[src/rtl/inst_fetch.sv]
// -----------------------------------------------------------------------------
// inst_fetch -- instruction fetch unit with a small in-order fetch buffer.
//
// Issues one instruction-memory request at a time, captures the response
// into a DEPTH-entry FIFO and presents the oldest entry to decode. Requests
// are only issued while the FIFO has room for the response, so it never
// overflows. A redirect flushes the FIFO, retargets the PC and drops the
// response of any request already in flight.
//
// Ports
//   clk, rst_n        clock, asynchronous active-low reset
//   imem_req/addr     fetch request and word-aligned byte address
//   imem_ready        memory accepts the request on a rising edge
//   imem_rvalid/rdata response to the single outstanding request
//   redirect_valid/pc one-cycle branch/jump redirect and its target
//   if_valid/ready    decode handshake on the FIFO head
//   if_pc/if_instr    PC and instruction word of the FIFO head
// -----------------------------------------------------------------------------
module inst_fetch #(
  parameter logic [31:0] RESET_PC = 32'h0000_0000,
  parameter int          DEPTH    = 2
) (
  input  logic        clk,
  input  logic        rst_n,
  output logic        imem_req,
  output logic [31:0] imem_addr,
  input  logic        imem_ready,
  input  logic        imem_rvalid,
  input  logic [31:0] imem_rdata,
  input  logic        redirect_valid,
  input  logic [31:0] redirect_pc,
  output logic        if_valid,
  input  logic        if_ready,
  output logic [31:0] if_pc,
  output logic [31:0] if_instr
);

  localparam int PTR_W = $clog2(DEPTH);
  localparam int CNT_W = $clog2(DEPTH + 1);
  localparam logic [PTR_W-1:0] LAST_PTR = PTR_W'(DEPTH - 1);
  localparam logic [CNT_W-1:0] FULL_CNT = CNT_W'(DEPTH);

  typedef enum logic {S_REQ = 1'b0, S_WAIT = 1'b1} state_t;

  state_t            state_q, state_d;
  logic              run_q;
  logic [31:0]       pc_q;
  logic [31:0]       req_pc_q;
  logic              discard_q;
  logic [CNT_W-1:0]  count_q;
  logic [PTR_W-1:0]  rd_ptr_q, wr_ptr_q;
  logic [31:0]       buf_pc    [DEPTH];
  logic [31:0]       buf_instr [DEPTH];

  logic              accept, rsp, push, pop;
  logic [31:0]       redirect_tgt;

  // FIFO pointers wrap at DEPTH, which need not be a power of two.
  function automatic logic [PTR_W-1:0] ptr_inc(input logic [PTR_W-1:0] p);
    return (p == LAST_PTR) ? '0 : p + 1'b1;
  endfunction

  assign redirect_tgt = redirect_pc & 32'hFFFF_FFFC;
  assign accept       = imem_req & imem_ready;
  assign rsp          = (state_q == S_WAIT) & imem_rvalid;
  // Redirect dominates: a response on the redirect edge is dropped and the
  // head is not consumed because the whole FIFO is being flushed.
  assign push         = rsp & ~discard_q & ~redirect_valid;
  assign pop          = if_valid & if_ready & ~redirect_valid;

  // State register
  always_ff @(posedge clk or negedge rst_n) begin
    if (!rst_n) state_q <= S_REQ;
    else        state_q <= state_d;
  end

  // Next-state logic
  always_comb begin
    state_d = state_q;
    case (state_q)
      S_REQ:   if (accept)      state_d = S_WAIT;
      S_WAIT:  if (imem_rvalid) state_d = S_REQ;
      default:                  state_d = S_REQ;
    endcase
  end

  // Output logic; run_q holds the request low until the first edge out of reset
  always_comb begin
    imem_req  = run_q && (state_q == S_REQ) && (count_q < FULL_CNT);
    imem_addr = pc_q;
    if_valid  = (count_q != '0);
    if_pc     = buf_pc[rd_ptr_q];
    if_instr  = buf_instr[rd_ptr_q];
  end

  // PC, in-flight bookkeeping and fetch FIFO
  always_ff @(posedge clk or negedge rst_n) begin
    if (!rst_n) begin
      run_q     <= 1'b0;
      pc_q      <= RESET_PC & 32'hFFFF_FFFC;
      req_pc_q  <= '0;
      discard_q <= 1'b0;
      count_q   <= '0;
      rd_ptr_q  <= '0;
      wr_ptr_q  <= '0;
      for (int i = 0; i < DEPTH; i++) begin
        buf_pc[i]    <= '0;
        buf_instr[i] <= '0;
      end
    end else begin
      run_q <= 1'b1;

      // A redirect wins over the increment even when a request is accepted
      // on the same edge; that request is discarded below.
      if (redirect_valid)  pc_q <= redirect_tgt;
      else if (accept)     pc_q <= pc_q + 32'd4;

      if (accept) req_pc_q <= pc_q;

      // Discard marks the one in-flight request as stale; it clears exactly
      // when that response is dropped, so repeated redirects drop it once.
      if (rsp)
        discard_q <= 1'b0;
      else if (redirect_valid && ((state_q == S_WAIT) || accept))
        discard_q <= 1'b1;

      if (redirect_valid) begin
        count_q  <= '0;
        rd_ptr_q <= '0;
        wr_ptr_q <= '0;
      end else begin
        if (push) begin
          buf_pc[wr_ptr_q]    <= req_pc_q;
          buf_instr[wr_ptr_q] <= imem_rdata;
          wr_ptr_q            <= ptr_inc(wr_ptr_q);
        end
        if (pop) rd_ptr_q <= ptr_inc(rd_ptr_q);
        case ({push, pop})
          2'b10:   count_q <= count_q + 1'b1;
          2'b01:   count_q <= count_q - 1'b1;
          default: count_q <= count_q;
        endcase
      end
    end
  end

endmodule
[config.mk]
export PLATFORM = sky130hd
export DESIGN_NAME = inst_fetch
export DESIGN_NICKNAME = d
export VERILOG_FILES = /design/src/rtl/inst_fetch.sv
export SDC_FILE = /design/constraint.sdc
export NUM_CORES = 1
export LEC_CHECK = 0
export CORE_ASPECT_RATIO = 2
export CORE_MARGIN = 10
export CORE_UTILIZATION = 52
export DETAILED_ROUTE_END_ITERATION = 10
export PLACE_DENSITY = 0.82
export SLEW_MARGIN = 20
export SYNTH_ARGS = -nofsm -noshare
export SYNTH_HDL_FRONTEND = slang
export SYNTH_SLANG_ARGS = --single-unit
export TNS_END_PERCENT = 10
[constraint.sdc]
create_clock -name clk -period 2.76 [get_ports clk]
set_clock_uncertainty 0.1 [all_clocks]
set_input_delay 0.552 -clock clk [delete_from_list [all_inputs] [get_ports clk]]
set_output_delay 0.552 -clock clk [all_outputs]
set_load 0.005 [all_outputs]
==> metrics.md <==
| Metric | Value |
|---|---|
| Final period demand of the worst path | `about 2.7 ns` |
| Cells after synthesis | `700` |
| Clock Tree Buf Depth | `2` |
| Final setup violating endpoints | `0` |
| Final nets | `932` |
| Met1 Track Usage GR | `0.2003` |
| I/O Buffers | `between 150 and 200` |
| WP data arrival | `around 2.1 ns` |
| Synth Cell Area | `about 0.0085 sq mm` |
| Ant. Diodes | `0` |
| Synth warnings | `0` |
| Drt via density | `5.581` |
| Worst-skew pair later-pin latency | `about 0.43 ns` |
| Met3 Use GR | `0.03694` |
| Clock root cell | `clkbuf_16` |
| Post-Route Utilization | `0.6868` |
| Min-delay worst type | `input port to asynchronous set/reset pin` |
| Unrepaired setup endpoints after global routing | `false` |
| Post-synthesis register bit count | `191` |
| Fin. Hold Viols | `2` |
| Cell Pwr Density | `approximately 800 mW/mm^2` |
| Sum Neg Setup Slack | `0 ns` |
| Sequential share of the synthesized area | `0.5600` |
| Synth cell types | `40` |
| Remaining Overflow, GRT | `0` |
| TritonCTS Sinks | `191` |
| Routed length per instance | `~20 um` |
| Leak | `~0.0050 uW` |
| Grt peak-use layer | `met2` |
| Worst path required time | `2.11 ns` |
| CP Capture Type | `primary output` |
| Storage cell area | `0.004783 sq mm` |
| Placer Congestion | `~0.83` |
| Post-synth EDFFs | `0` |
| Final Hold Slack | `-0.004234 ns` |
| Core Box Area | `around 0.016 sq mm` |
| Kind of critical path | `flop to primary output` |
| Violated checks | `hold timing` |
| Area growth from synthesis to layout | `30.26%` |
| H-Tree Level Count | `4` |
| Vias | `about 6000` |
| CTS tree | `done` |
| Top-area cell type share of the netlist area | `0.5600` |
| First-pass GRT wire length | `~34000 um` |
| Post-CTS setup buffers | `0` |
| Outcome | `complete, but fails checks` |
| Final WL | `21040 um` |
| Ports | `about 170` |
| Met2 Use GR | `0.3490` |
| Async SR Flop Fraction | `1.000` |
| Layout cells sized above 1 | `0.2677` |
| Chip height | `approximately 200 um` |
| Starting Density | `0.5273` |
| Area of the multi-input gates | `0.003562 sq mm` |
| First-iteration detailed-routing DRC count | `roughly 260` |
| Max VDD drop | `0.4339 mV` |
| Vias in the first global route | `6458` |
| Die Wd | `110.6 um` |
| Largest net degree at the start of global routing | `just over 60` |
| Gr usage total | `0.1881` |
| Synth area leaders | `dfrtp_1 (56%), mux2_2 (22%), nand2_1 (4.8%)` |
| Filler instances | `1236` |
| Total CTS buffers | `17` |
| Ys flop type | `dfrtp_1` |
| Drt pass-1 iters | `5` |
| ANT nets after route | `0` |
| Pins Over Slew Limit | `0` |
| # rows | `66` |
| Crit share post-route | `0.9775` |
| Syn_area_per_cell | `around 12 sq um` |
| HPWL after DPL | `~15000 um` |
| Max-cap violations | `0` |
| Maximum clock rate | `between 300 and 400 MHz` |
| Die ar. | `0.02225 sq mm` |
| Antenna violations before repair | `0` |
| Startpoint types | `flop` |
| DRC violations left | `0` |
| Total Power | `~9000 uW` |
| Worst-path maximum fanout | `19` |
| Worst-path clk slew | `roughly 0.080 ns` |
| Area leader, netlist | `dfrtp_1` |
==> cells in the mapped netlist (all sizes together), types with 2 or more instances <==
cell / n
and3: 3
or3: 7
or4: 21
o31ai: 12
nor2: 25
o41ai: 2
a31oi: 18
or2: 3
dfrtp: 191
o211ai: 3
a21oi: 3
xnor2: 4
conb: 2
inv: 5
mux2: 187
nand3: 10
xor2: 7
nand2: 109
nor2b: 2
buf: 22
nand4: 11
clkbuf: 24
o21ai: 19
==> area by class of cell <==
type	count	area share
multi-input cells	460	0.3204
clock buffers	18	0.03860
flip-flops and latches	191	0.4303
repair buffers	185	0.1705
inverters	6	0.002026
well taps	204	0.02296
clock inverters	14	0.01519
==> path summary, 6_finish.rpt <==
path / startpoint / end / slack [ns] / depth (start not counted)
max in group asynchronous: rst_n / req_pc_q[8] / 1.88 / 2
min in group clk: buf_pc[46] / buf_pc[46] / 0.38 / 1
hold reg to reg: buf_pc[46] / buf_pc[46] / 0.38 / 1
setup / recovery: rd_ptr_q / if_pc[13] / 0.06 / 3
hold / removal: rst_n / req_pc_q[22] / -0.004 / 1
setup reg to reg: imem_addr[10] / imem_addr[26] / 0.40 / 4
==> state kept, by name, summed over array words and instances, names as in the netlist <==
signal	cells
count_q	2
run_q	1
wr_ptr_q	1
req_pc_q	30
discard_q	1
state_q	1
imem_addr	30
buf_pc	60
rd_ptr_q	1
buf_instr	64
==> layout by cell type, fill, tap and decap left out, drive strengths merged, types with 5 or more instances in the layout <==
cell / n
dfrtp: 191
mux2: 187
clkdlybuf4s50: 160
nand2: 109
nor2: 25
buf: 24
or4: 21
clkbuf: 19
o21ai: 19
a31oi: 18
inv: 13
o31ai: 12
nand4: 11
nand3: 10
or3: 7
xor2: 7
conb: 5
clkinv: 5
==> report_power, final <==
group	internal, uW	switching, uW
clock network	1370	1130
registers	3470	407
logic	1690	868
total	6530	2400
==> layer usage <==
metal,vias to the layer above,routed length (um)
met2,154,11930
met4,0,531
met1,3033,7857
li1,2797,-
met3,32,719
met5,-,0
==> cell families after synthesis <==
| logic type | Yosys count | synth area share |
|---|---|---|
| AO/OA/AOI/OAI | 57 | 0.04134 |
| AND/OR/NAND/NOR | 198 | 0.1100 |
| multiplexers | 188 | 0.2479 |
| buffers and inverters | 52 | 0.02712 |
| other | 2 | 0.0008800 |
| flip-flops | 191 | 0.5600 |
| XOR/XNOR | 11 | 0.01129 |
| adder cells (fa/ha/maj) | 1 | 0.001466 |
==> critical path, cell delays in order, from the launching register on <==
cell	delay (ns)
dfrtp_4	0.57
buf_12	0.21
mux2_2	0.38
clkdlybuf4s50_1	0.46
==> what timing repair did <==
item	4_1_cts	5_1_grt
endpoints found under the setup margin	27	0
hold buffers	0	0
gates resized for setup	1	0
==> per-stage QoR <==
stage	worst slack, ns	cells	area [sq um]
after floorplan	0.5912	703	8546
after global placement	0.06330	1046	10520
after detailed placement	0.02463	1046	10520
after CTS	0.02225	1078	11120
after global routing	0.0004878	1078	11120
final	0.06216	1078	11120
(Power assumes the default switching activity.)
